--- src/rtl/mips_pkg.sv ---
// Shared types and constants for the MIPS MEM stage: access FSM states,
// default widths and the word-alignment helper.
package mips_pkg;

  localparam int DEF_DATA_W     = 32;
  localparam int DEF_REG_ADDR_W = 5;
  localparam int DEF_TIMEOUT    = 255;

  localparam logic [1:0] WORD_ALIGN_MASK = 2'b11;

  typedef enum logic [1:0] {
    IDLE = 2'd0,
    BUSY = 2'd1,
    DONE = 2'd2
  } mem_state_t;

  function automatic logic is_misaligned(input logic [1:0] addr_lsb);
    return |(addr_lsb & WORD_ALIGN_MASK);
  endfunction

endpackage

--- src/rtl/mem_stage_if.sv ---
// Data-memory request/acknowledge bus between the MEM stage (master)
// and the data memory (slave).
interface mem_stage_if
  import mips_pkg::*;
#(
  parameter int DATA_W = DEF_DATA_W
);

  logic              dmem_req;
  logic              dmem_we;
  logic [DATA_W-1:0] dmem_addr;
  logic [DATA_W-1:0] dmem_wdata;
  logic              dmem_ack;
  logic [DATA_W-1:0] dmem_rdata;

  modport master (
    output dmem_req, dmem_we, dmem_addr, dmem_wdata,
    input  dmem_ack, dmem_rdata
  );

  modport slave (
    input  dmem_req, dmem_we, dmem_addr, dmem_wdata,
    output dmem_ack, dmem_rdata
  );

endinterface

--- src/rtl/dmem_fsm.sv ---
// Data-memory access sequencer: IDLE -> BUSY (wait for ack or timeout) -> DONE,
// owning the registered request, the captured load data and the bus-error flag.
module dmem_fsm
  import mips_pkg::*;
#(
  parameter int DATA_W  = DEF_DATA_W,
  parameter int TIMEOUT = DEF_TIMEOUT
) (
  input  logic              clk,
  input  logic              reset,
  input  logic              start,
  input  logic              start_we,
  input  logic [DATA_W-1:0] start_addr,
  input  logic [DATA_W-1:0] start_wdata,
  mem_stage_if.master       bus,
  output mem_state_t        state,
  output logic              stall,
  output logic [DATA_W-1:0] rdata,
  output logic              timed_out,
  output logic              bus_error
);

  localparam int CNT_W = $clog2(TIMEOUT + 1);
  localparam logic [CNT_W-1:0] CNT_LAST = CNT_W'(TIMEOUT - 1);

  mem_state_t        state_r, state_nxt_s;
  logic              req_r, req_nxt_s;
  logic              we_r, we_nxt_s;
  logic [DATA_W-1:0] addr_r, addr_nxt_s;
  logic [DATA_W-1:0] wdata_r, wdata_nxt_s;
  logic [CNT_W-1:0]  cnt_r, cnt_nxt_s;
  logic [DATA_W-1:0] rdata_r, rdata_nxt_s;
  logic              timed_out_r, timed_out_nxt_s;
  logic              bus_error_r, bus_error_nxt_s;
  logic              stall_s;

  // Next-state, handshake register and stall decode.
  always_comb begin
    state_nxt_s     = state_r;
    req_nxt_s       = req_r;
    we_nxt_s        = we_r;
    addr_nxt_s      = addr_r;
    wdata_nxt_s     = wdata_r;
    cnt_nxt_s       = cnt_r;
    rdata_nxt_s     = rdata_r;
    timed_out_nxt_s = timed_out_r;
    bus_error_nxt_s = bus_error_r;
    stall_s         = 1'b0;
    case (state_r)
      IDLE: begin
        if (start) begin
          stall_s         = ~reset;
          state_nxt_s     = BUSY;
          req_nxt_s       = 1'b1;
          we_nxt_s        = start_we;
          addr_nxt_s      = start_addr;
          wdata_nxt_s     = start_wdata;
          cnt_nxt_s       = {CNT_W{1'b0}};
          rdata_nxt_s     = {DATA_W{1'b0}};
          timed_out_nxt_s = 1'b0;
        end else begin
          stall_s = 1'b0;
        end
      end
      BUSY: begin
        stall_s = 1'b1;
        // Ack takes priority over a timeout landing in the same cycle.
        if (bus.dmem_ack) begin
          req_nxt_s   = 1'b0;
          rdata_nxt_s = we_r ? {DATA_W{1'b0}} : bus.dmem_rdata;
          cnt_nxt_s   = {CNT_W{1'b0}};
          state_nxt_s = DONE;
        end else if (cnt_r == CNT_LAST) begin
          req_nxt_s       = 1'b0;
          rdata_nxt_s     = {DATA_W{1'b0}};
          cnt_nxt_s       = {CNT_W{1'b0}};
          timed_out_nxt_s = 1'b1;
          bus_error_nxt_s = 1'b1;
          state_nxt_s     = DONE;
        end else begin
          cnt_nxt_s = cnt_r + CNT_W'(1'b1);
        end
      end
      DONE: begin
        state_nxt_s = IDLE;
      end
      default: begin
        state_nxt_s = IDLE;
        req_nxt_s   = 1'b0;
      end
    endcase
  end

  // State and handshake registers; reset drops any in-flight request.
  always_ff @(posedge clk or posedge reset) begin
    if (reset) begin
      state_r     <= IDLE;
      req_r       <= 1'b0;
      we_r        <= 1'b0;
      addr_r      <= {DATA_W{1'b0}};
      wdata_r     <= {DATA_W{1'b0}};
      cnt_r       <= {CNT_W{1'b0}};
      rdata_r     <= {DATA_W{1'b0}};
      timed_out_r <= 1'b0;
      bus_error_r <= 1'b0;
    end else begin
      state_r     <= state_nxt_s;
      req_r       <= req_nxt_s;
      we_r        <= we_nxt_s;
      addr_r      <= addr_nxt_s;
      wdata_r     <= wdata_nxt_s;
      cnt_r       <= cnt_nxt_s;
      rdata_r     <= rdata_nxt_s;
      timed_out_r <= timed_out_nxt_s;
      bus_error_r <= bus_error_nxt_s;
    end
  end

  assign bus.dmem_req   = req_r;
  assign bus.dmem_we    = we_r;
  assign bus.dmem_addr  = addr_r;
  assign bus.dmem_wdata = wdata_r;

  assign state     = state_r;
  assign stall     = stall_s;
  assign rdata     = rdata_r;
  assign timed_out = timed_out_r;
  assign bus_error = bus_error_r;

endmodule

--- src/rtl/mem_stage.sv ---
// MIPS MEM stage: launches data-memory accesses through dmem_fsm, resolves the
// branch decision and drives the MEM/WB pipeline register.
module mem_stage
  import mips_pkg::*;
#(
  parameter int DATA_W     = DEF_DATA_W,
  parameter int REG_ADDR_W = DEF_REG_ADDR_W,
  parameter int TIMEOUT    = DEF_TIMEOUT
) (
  input  logic                  clk,
  input  logic                  reset,
  input  logic                  ctrl_regWrite_ex_mem,
  input  logic                  ctrl_memToReg_ex_mem,
  input  logic                  ctrl_branch_ex_mem,
  input  logic                  ctrl_memRead_ex_mem,
  input  logic                  ctrl_memWrite_ex_mem,
  input  logic                  zero_ex_mem,
  input  logic [DATA_W-1:0]     branch_or_not_address_ex_mem,
  input  logic [DATA_W-1:0]     alu_result_ex_mem,
  input  logic [DATA_W-1:0]     read_data_2_ex_mem,
  input  logic [REG_ADDR_W-1:0] write_register_ex_mem,
  mem_stage_if.master           dmem,
  output logic                  pcsrc,
  output logic [DATA_W-1:0]     branch_target,
  output logic                  stall_mem,
  output logic                  misaligned_err,
  output logic                  bus_error,
  output logic                  ctrl_regWrite_mem_wb,
  output logic                  ctrl_memToReg_mem_wb,
  output logic [DATA_W-1:0]     read_data_mem_wb,
  output logic [DATA_W-1:0]     alu_result_mem_wb,
  output logic [REG_ADDR_W-1:0] write_register_mem_wb
);

  logic              acc_s, mis_s, start_s, done_s;
  mem_state_t        state_s;
  logic              stall_s, timed_out_s, bus_error_s;
  logic [DATA_W-1:0] cap_rdata_s;

  logic                  wb_rw_r, wb_rw_nxt_s;
  logic                  wb_m2r_r, wb_m2r_nxt_s;
  logic [DATA_W-1:0]     wb_rdata_r, wb_rdata_nxt_s;
  logic [DATA_W-1:0]     wb_alu_r, wb_alu_nxt_s;
  logic [REG_ADDR_W-1:0] wb_rd_r, wb_rd_nxt_s;

  assign acc_s   = ctrl_memRead_ex_mem | ctrl_memWrite_ex_mem;
  assign mis_s   = acc_s & is_misaligned(alu_result_ex_mem[1:0]);
  assign start_s = acc_s & ~mis_s;
  assign done_s  = (state_s == DONE);

  dmem_fsm #(
    .DATA_W  (DATA_W),
    .TIMEOUT (TIMEOUT)
  ) u_dmem_fsm (
    .clk         (clk),
    .reset       (reset),
    .start       (start_s),
    .start_we    (ctrl_memWrite_ex_mem),
    .start_addr  (alu_result_ex_mem),
    .start_wdata (read_data_2_ex_mem),
    .bus         (dmem),
    .state       (state_s),
    .stall       (stall_s),
    .rdata       (cap_rdata_s),
    .timed_out   (timed_out_s),
    .bus_error   (bus_error_s)
  );

  // MEM/WB next value: bubble while stalled, otherwise advance the EX/MEM instruction.
  always_comb begin
    wb_rw_nxt_s    = wb_rw_r;
    wb_m2r_nxt_s   = wb_m2r_r;
    wb_rdata_nxt_s = wb_rdata_r;
    wb_alu_nxt_s   = wb_alu_r;
    wb_rd_nxt_s    = wb_rd_r;
    if (stall_s) begin
      wb_rw_nxt_s  = 1'b0;
      wb_m2r_nxt_s = 1'b0;
    end else begin
      wb_rw_nxt_s    = ctrl_regWrite_ex_mem & ~mis_s & ~(done_s & timed_out_s);
      wb_m2r_nxt_s   = ctrl_memToReg_ex_mem & ~mis_s;
      wb_rdata_nxt_s = (done_s & ctrl_memRead_ex_mem) ? cap_rdata_s : {DATA_W{1'b0}};
      wb_alu_nxt_s   = alu_result_ex_mem;
      wb_rd_nxt_s    = write_register_ex_mem;
    end
  end

  // MEM/WB pipeline register.
  always_ff @(posedge clk or posedge reset) begin
    if (reset) begin
      wb_rw_r    <= 1'b0;
      wb_m2r_r   <= 1'b0;
      wb_rdata_r <= {DATA_W{1'b0}};
      wb_alu_r   <= {DATA_W{1'b0}};
      wb_rd_r    <= {REG_ADDR_W{1'b0}};
    end else begin
      wb_rw_r    <= wb_rw_nxt_s;
      wb_m2r_r   <= wb_m2r_nxt_s;
      wb_rdata_r <= wb_rdata_nxt_s;
      wb_alu_r   <= wb_alu_nxt_s;
      wb_rd_r    <= wb_rd_nxt_s;
    end
  end

  assign pcsrc          = ctrl_branch_ex_mem & zero_ex_mem;
  assign branch_target  = branch_or_not_address_ex_mem;
  assign stall_mem      = stall_s;
  assign misaligned_err = mis_s & (state_s == IDLE) & ~reset;
  assign bus_error      = bus_error_s;

  assign ctrl_regWrite_mem_wb  = wb_rw_r;
  assign ctrl_memToReg_mem_wb  = wb_m2r_r;
  assign read_data_mem_wb      = wb_rdata_r;
  assign alu_result_mem_wb     = wb_alu_r;
  assign write_register_mem_wb = wb_rd_r;

endmodule
--- src/flat_wrapper.sv ---
// flat-port wrapper written by rule: the top's interface ports become plain ports
module mem_stage_flat import mips_pkg::*;
#(
  parameter int DATA_W     = DEF_DATA_W,
  parameter int REG_ADDR_W = DEF_REG_ADDR_W,
  parameter int TIMEOUT    = DEF_TIMEOUT
)
  (clk, reset, ctrl_regWrite_ex_mem, ctrl_memToReg_ex_mem, ctrl_branch_ex_mem, ctrl_memRead_ex_mem, ctrl_memWrite_ex_mem, zero_ex_mem, branch_or_not_address_ex_mem, alu_result_ex_mem, read_data_2_ex_mem, write_register_ex_mem, pcsrc, branch_target, stall_mem, misaligned_err, bus_error, ctrl_regWrite_mem_wb, ctrl_memToReg_mem_wb, read_data_mem_wb, alu_result_mem_wb, write_register_mem_wb, dmem_dmem_req, dmem_dmem_we, dmem_dmem_addr, dmem_dmem_wdata, dmem_dmem_ack, dmem_dmem_rdata);
  mem_stage_if #(.DATA_W(DATA_W)) dmem_i ();
  input  logic clk;
  input  logic reset;
  input  logic ctrl_regWrite_ex_mem;
  input  logic ctrl_memToReg_ex_mem;
  input  logic ctrl_branch_ex_mem;
  input  logic ctrl_memRead_ex_mem;
  input  logic ctrl_memWrite_ex_mem;
  input  logic zero_ex_mem;
  input  logic [DATA_W-1:0] branch_or_not_address_ex_mem;
  input  logic [DATA_W-1:0] alu_result_ex_mem;
  input  logic [DATA_W-1:0] read_data_2_ex_mem;
  input  logic [REG_ADDR_W-1:0] write_register_ex_mem;
  output logic pcsrc;
  output logic [DATA_W-1:0] branch_target;
  output logic stall_mem;
  output logic misaligned_err;
  output logic bus_error;
  output logic ctrl_regWrite_mem_wb;
  output logic ctrl_memToReg_mem_wb;
  output logic [DATA_W-1:0] read_data_mem_wb;
  output logic [DATA_W-1:0] alu_result_mem_wb;
  output logic [REG_ADDR_W-1:0] write_register_mem_wb;
  output wire logic [$bits(dmem_i.dmem_req)-1:0] dmem_dmem_req;
  output wire logic [$bits(dmem_i.dmem_we)-1:0] dmem_dmem_we;
  output wire logic [$bits(dmem_i.dmem_addr)-1:0] dmem_dmem_addr;
  output wire logic [$bits(dmem_i.dmem_wdata)-1:0] dmem_dmem_wdata;
  input wire logic [$bits(dmem_i.dmem_ack)-1:0] dmem_dmem_ack;
  input wire logic [$bits(dmem_i.dmem_rdata)-1:0] dmem_dmem_rdata;
  assign dmem_dmem_req = dmem_i.dmem_req;
  assign dmem_dmem_we = dmem_i.dmem_we;
  assign dmem_dmem_addr = dmem_i.dmem_addr;
  assign dmem_dmem_wdata = dmem_i.dmem_wdata;
  assign dmem_i.dmem_ack = dmem_dmem_ack;
  assign dmem_i.dmem_rdata = dmem_dmem_rdata;
  mem_stage #(.DATA_W(DATA_W), .REG_ADDR_W(REG_ADDR_W), .TIMEOUT(TIMEOUT)) u_core (.clk(clk), .reset(reset), .ctrl_regWrite_ex_mem(ctrl_regWrite_ex_mem), .ctrl_memToReg_ex_mem(ctrl_memToReg_ex_mem), .ctrl_branch_ex_mem(ctrl_branch_ex_mem), .ctrl_memRead_ex_mem(ctrl_memRead_ex_mem), .ctrl_memWrite_ex_mem(ctrl_memWrite_ex_mem), .zero_ex_mem(zero_ex_mem), .branch_or_not_address_ex_mem(branch_or_not_address_ex_mem), .alu_result_ex_mem(alu_result_ex_mem), .read_data_2_ex_mem(read_data_2_ex_mem), .write_register_ex_mem(write_register_ex_mem), .dmem(dmem_i), .pcsrc(pcsrc), .branch_target(branch_target), .stall_mem(stall_mem), .misaligned_err(misaligned_err), .bus_error(bus_error), .ctrl_regWrite_mem_wb(ctrl_regWrite_mem_wb), .ctrl_memToReg_mem_wb(ctrl_memToReg_mem_wb), .read_data_mem_wb(read_data_mem_wb), .alu_result_mem_wb(alu_result_mem_wb), .write_register_mem_wb(write_register_mem_wb));
endmodule
--- config.mk ---
export PLATFORM = sky130hd
export DESIGN_NAME = mem_stage_flat
export DESIGN_NICKNAME = d
export VERILOG_FILES = /design/src/rtl/mips_pkg.sv /design/src/rtl/mem_stage_if.sv /design/src/rtl/dmem_fsm.sv /design/src/rtl/mem_stage.sv /design/src/flat_wrapper.sv
export SDC_FILE = /design/constraint.sdc
export NUM_CORES = 1
export LEC_CHECK = 0
export BUFFER_PORTS_ARGS = -buffer_cell sky130_fd_sc_hd__buf_4
export CORE_MARGIN = 2
export CORE_UTILIZATION = 47
export DETAILED_ROUTE_END_ITERATION = 8
export PLACE_DENSITY = 0.8
export SYNTH_ARGS = -nofsm -noshare
export SYNTH_HDL_FRONTEND = slang
export SYNTH_SLANG_ARGS = --single-unit
--- constraint.sdc ---
create_clock -name clk -period 6.2 [get_ports clk]
set_input_delay 0.31 -clock clk [delete_from_list [all_inputs] [get_ports clk]]
set_output_delay 0.31 -clock clk [all_outputs]
set_load 0.1 [all_outputs]
==> After elaboration in Yosys (flattened, before gate mapping) <==
Index checks and enable logic that the tools add are counted.
{ "op_classes": {"n_eq_ne": 7, "bitwise_logic": 16, "reduce_logical": 10, "add_sub_neg": 1, "muxes": 26} }
{ "ops": {"columns": ["op", "n"], "rows": [
  ["32-bit two-way mux", 5],
  ["32-bit one-hot mux with 2 select lines", 1],
  ["8-bit two-way mux", 3],
  ["8-bit one-hot mux with 2 select lines", 1],
  ["1-bit bitwise AND", 10],
  ["1-bit two-way mux", 9],
  ["3-bit AND reduction", 3],
  ["8-bit by 1-bit adder with 8-bit output, second input constant", 1],
  ["8-bit equality test, second input constant", 1],
  ["2-bit two-way mux", 3],
  ["2-bit AND reduction", 3],
  ["1-bit NOT", 5],
  ["2-bit != test, second input constant", 2],
  ["1-bit one-hot mux with 2 select lines", 2],
  ["2-bit one-hot mux with 2 select lines", 1],
  ["4-bit AND reduction", 1],
  ["3-bit != test, second input constant", 1],
  ["1-bit one-hot mux with 3 select lines", 1],
  ["2-bit by 1-bit equality test with 1-bit output, second input constant", 1],
  ["2-bit equality test, second input constant", 1],
  ["2-bit logical NOT", 1],
  ["2-bit by 1-bit != test with 1-bit output, second input constant", 1],
  ["2-bit nonzero test", 1],
  ["2-bit OR reduction", 1],
  ["1-bit OR", 1]
]} }
{ "totals": {"ff_bits": 181, "out_inout_bits": 173} }

==> Depth between registers and ports, before layout <==
{ "depth": {"word_depth": 7, "mapped_depth": 8} }

==> Modules after synthesis <==
A second synthesis with hierarchy kept.
{ "hier_totals": {"hier_cells": 471, "hier_area_um2": 7090.6} }
{ "modules_own_cells": {"columns": ["module", "area_per_inst_um2", "seq_area_each_um2", "cells_each", "n_inst"], "rows": [
  ["dmem_fsm", 4224.1, 2752.6, 277, 1],
  ["mem_stage", 2866.5, 1776.7, 194, 1]
]} }

==> Worst setup path after synthesis <==
No wires, ideal clock.
{ "synth_path": {"path_kind": "in2reg", "startpoint": "input reset", "endpoint": "register u_core.wb_rdata_r[0], in the netlist u_core.read_data_mem_wb[0]", "path_stages": 5, "arrival_time_ns": 6.233, "setup_time_ns": 0.069, "setup_slack_ns": -0.102, "cell_sequence": "inv_1 nand3_1 a21oi_2 clkbuf_1 a22o_1"} }
{ "synth_via": {"elab_chain_len": 3} }
{ "synth_rtl": {"columns": ["element", "line_no", "text"], "rows": [
  ["start: declaration", "flat_wrapper.sv:11", "input logic reset;"],
  ["1-bit NOT", "dmem_fsm.sv:52", "stall_s = ~reset;"],
  ["1-bit two-way mux", "dmem_fsm.sv:51", "if (start) begin"],
  ["1-bit one-hot mux with 2 select lines", "dmem_fsm.sv:49", "case (state_r)"],
  ["named net stall_mem", "flat_wrapper.sv:24", "output logic stall_mem;"],
  ["end signal: assignment", "mem_stage.sv:93", "wb_rdata_r <= {DATA_W{1'b0}};"],
  ["end signal: assignment", "mem_stage.sv:99", "wb_rdata_r <= wb_rdata_nxt_s;"],
  ["end: declaration", "mem_stage.sv:42", "logic [DATA_W-1:0] wb_rdata_r, wb_rdata_nxt_s;"]
]} }
The timed path passes the listed nets, and every way through them passes these cells.
A chain may end at the register's enable or synchronous reset.

==> Worst setup path after layout <==
{ "layout_path": {"startpoint": "input reset", "endpoint": "output stall_mem"} }
{ "layout_via": {"elab_chain_len": 3} }
{ "layout_rtl": {"columns": ["element", "line_no"], "rows": [
  ["1-bit NOT", "dmem_fsm.sv:52"],
  ["1-bit two-way mux", "dmem_fsm.sv:51"],
  ["1-bit one-hot mux with 2 select lines", "dmem_fsm.sv:49"],
  ["end: declaration", "flat_wrapper.sv:24"]
]} }
No other way between the ends.

==> results.json <==
{
  "rows": 44,
  "root_buffer": "clkbuf_16",
  "fin_crit_sh_pct": 52.7,
  "cts_buffer_depth": 2,
  "status": "complete, no violations",
  "drt-vias-per-instance": 5.41,
  "yosys.area.top_type": "dfrtp_1",
  "leakagePower_nw": 4.63,
  "final_nets": 835,
  "wirelength_mm": 17.2,
  "slew_headroom_pct": 13.8,
  "cts_tree": "done",
  "n_antenna_cell": 0,
  "worstReg2RegStart": "u_core.u_dmem_fsm.cnt_r[0]",
  "grt_pass1_wl_mm": 27.4,
  "critPathSlowestCell": "a21oi_4",
  "die-area_um2": 16000,
  "setup_viol": 0,
  "portBuffers": 250,
  "initial_core_util_pct": 48.4,
  "grt_setup_unrepaired": "false",
  "place_area_um2": 8840,
  "grt_overflow_total": 0,
  "wl_per_cell_um": 19.4,
  "vias": 4803,
  "tightest_slew_ns": 1.29,
  "cap_violations": 0,
  "fillers": 1072,
  "slew_viol_final": 0,
  "r2r_end": "u_core.u_dmem_fsm.rdata[31]",
  "worstHoldPathType": "in2async",
  "skew_ns": 0.0126,
  "numClockSinks": 181,
  "critPathMaxStageDelay_ns": 0.71,
  "r2r_slack_ns": 3.62,
  "crit_path_max_fanout": 49,
  "cp_top_family": "buffers and inverters",
  "period_minus_slack_ns": 3.27,
  "ir_drop_uv": 486,
  "synth_edf_count": 0,
  "clk_latency_ns": 0.43,
  "max_freq_mhz": 306,
  "die_w_um": 127,
  "numCtsBuffers": 17,
  "cts_resized": 0,
  "grt_max_degree": 75,
  "fin_cells": 887,
  "antenna_found_initial": 0,
  "syn-mean-instance-area_um2": 14.8,
  "first_pass_iters": 4,
  "place_inst": 856,
  "core_area_um2": 14600,
  "cp-end-kind": "output port",
  "ant_nets": 0,
  "yosys.cell_types.count": 38,
  "path_buf_inv": 4,
  "syn-cell-area_um2": 7060,
  "synth_area_leaders": "dfrtp_1 64%, mux2_2 16%, a22o_1 7.9%, buf_4 3.9%, clkbuf_1 0.59%",
  "reg2regPathDepth": 6,
  "critPathRequiredTime_ns": 5.89,
  "cts.clk_slew.worst_paths_ns": 0.06,
  "ys_seq_area_share_pct": 64.2,
  "final_util_pct": 64.8,
  "dp_hpwl_mm": 12.2,
  "cts_setup_buffers": 0,
  "report.final.hold_viol_count": 0,
  "track_usage_pct": 21.7,
  "globalplace.congestion": 0.842,
  "syn2layout_area_growth_pct": 34.0,
  "grt_pass1_vias": 5297,
  "cts_hold_buf": 0,
  "startpoint_type": "input port",
  "drive_above_1_share_pct": 56.2,
  "num_io_pins": 315,
  "cp_common_cell": "buf_4",
  "async_flop_share_pct": 100,
  "critPathKind": "in2out",
  "yosysTopAreaCellShare_pct": 64.2,
  "fin_ws_ns": 2.93,
  "synth_flop_cell": "dfrtp_1",
  "synth_nets": 620,
  "postLayoutCellArea_um2": 9460,
  "ys_ff_latch": 181,
  "initialDrtViolationCount": 262,
  "power.density_nw_per_um2": 523,
  "setup-tns-final_ns": 0,
  "yosys_warnings": 0,
  "die_h_um": 127,
  "post-place-ws_ns": 2.87,
  "htreeDepth": 4,
  "synthCells": 476,
  "drcViolationCount": 0,
  "seq_area_um2": 4530,
  "worstPathArrival_ns": 2.96,
  "multi_input_area_um2": 2140,
  "path_cells": "buf_4 > clkinvlp_4 > nand3_1 > a21oi_4 > buf_4 > buf_4"
}
==> cell usage after synthesis (2+ instances only) <==
| master | n |
|---|---|
| nor2_1 | 3 |
| buf_4 | 37 |
| ha_1 | 2 |
| nor4_1 | 2 |
| mux2_2 | 100 |
| nor3_1 | 2 |
| clkbuf_1 | 11 |
| inv_1 | 5 |
| buf_6 | 3 |
| nand2_1 | 6 |
| a211o_1 | 2 |
| nand3_1 | 8 |
| dfrtp_1 | 181 |
| and3_1 | 5 |
| or2_2 | 3 |
| a31oi_1 | 4 |
| o21ai_0 | 7 |
| and2_1 | 4 |
| a22o_1 | 64 |
| a21oi_1 | 3 |
| buf_2 | 7 |
==> sequential cells by signal (all words and copies together), names as in the netlist, 2 cells and up <==
| register | cells |
|---|---|
| u_core.alu_result_mem_wb | 32 |
| u_core.read_data_mem_wb | 32 |
| u_core.u_dmem_fsm.bus.dmem_addr | 32 |
| u_core.u_dmem_fsm.bus.dmem_wdata | 32 |
| u_core.u_dmem_fsm.cnt_r | 8 |
| u_core.u_dmem_fsm.rdata | 32 |
| u_core.u_dmem_fsm.state | 2 |
| u_core.write_register_mem_wb | 5 |
==> kinds of logic (layout without fill, tap and decap cells) <==
family | Yosys count | after routing | synth area share [%]
simple gates | 41 | 41 | 3.40
flops | 181 | 181 | 64.2
compound gates | 87 | 87 | 10.1
buf+inv | 64 | 291 | 5.82
fa+ha+maj | 2 | 2 | 0.355
mux | 101 | 101 | 16.1
==> placed cells by master, fill, tap and decap left out, drive strengths merged, types with 3 or more instances in the layout <==
cell type / n
buf: 254
dfrtp: 181
mux2: 100
a22o: 64
clkbuf: 19
inv: 10
nand3: 8
o21ai: 7
nand2: 6
and3: 5
clkinvlp: 4
and2: 4
a31oi: 4
a21oi: 4
or2: 3
nor2: 3
bufinv: 3
==> power by group <==
part | switching [mW] | total [mW] | internal, mW
clock | 0.471 | 1.13 | 0.663
sequential | 0.151 | 1.57 | 1.42
combinational | 1.74 | 2.24 | 0.497
total | 2.36 | 4.95 | 2.58
==> layer usage <==
metal	up-vias	global-route usage, %	share of wire, %
met5	-	0	0
li1	2120	-	-
met1	2435	25.8	39
met2	181	35.3	50
met3	67	6.24	6.5
met4	0	12.7	4.7
==> per-stage QoR <==
step / hold WS [ns] / total power [mW]
floorplan: 0.450 / 3.43
global route: 0.0902 / 5.10
CTS: 0.0570 / 4.97
global placement: 0.468 / 3.80
detailed placement: 0.472 / 3.84
finish: 0.0364 / 4.95
==> layout make-up <==
class,count,area share [%]
well taps,184,2.43
multi-input cells,231,22.7
flip-flops and latches,181,47.9
repair buffers,254,20.2
clock inverters,12,1.77
inverters,6,0.278
clock buffers,19,4.79
==> how the worst max path moves through the flow <==
stage / from / endpoint / cells after the start
finish: reset / stall_mem / 6
global route: reset / stall_mem / 6
CTS: reset / stall_mem / 6
detailed placement: reset / stall_mem / 6
global placement: reset / stall_mem / 6
floorplan: reset / u_core.read_data_mem_wb[0] / 5
(Power assumes the default switching activity.)
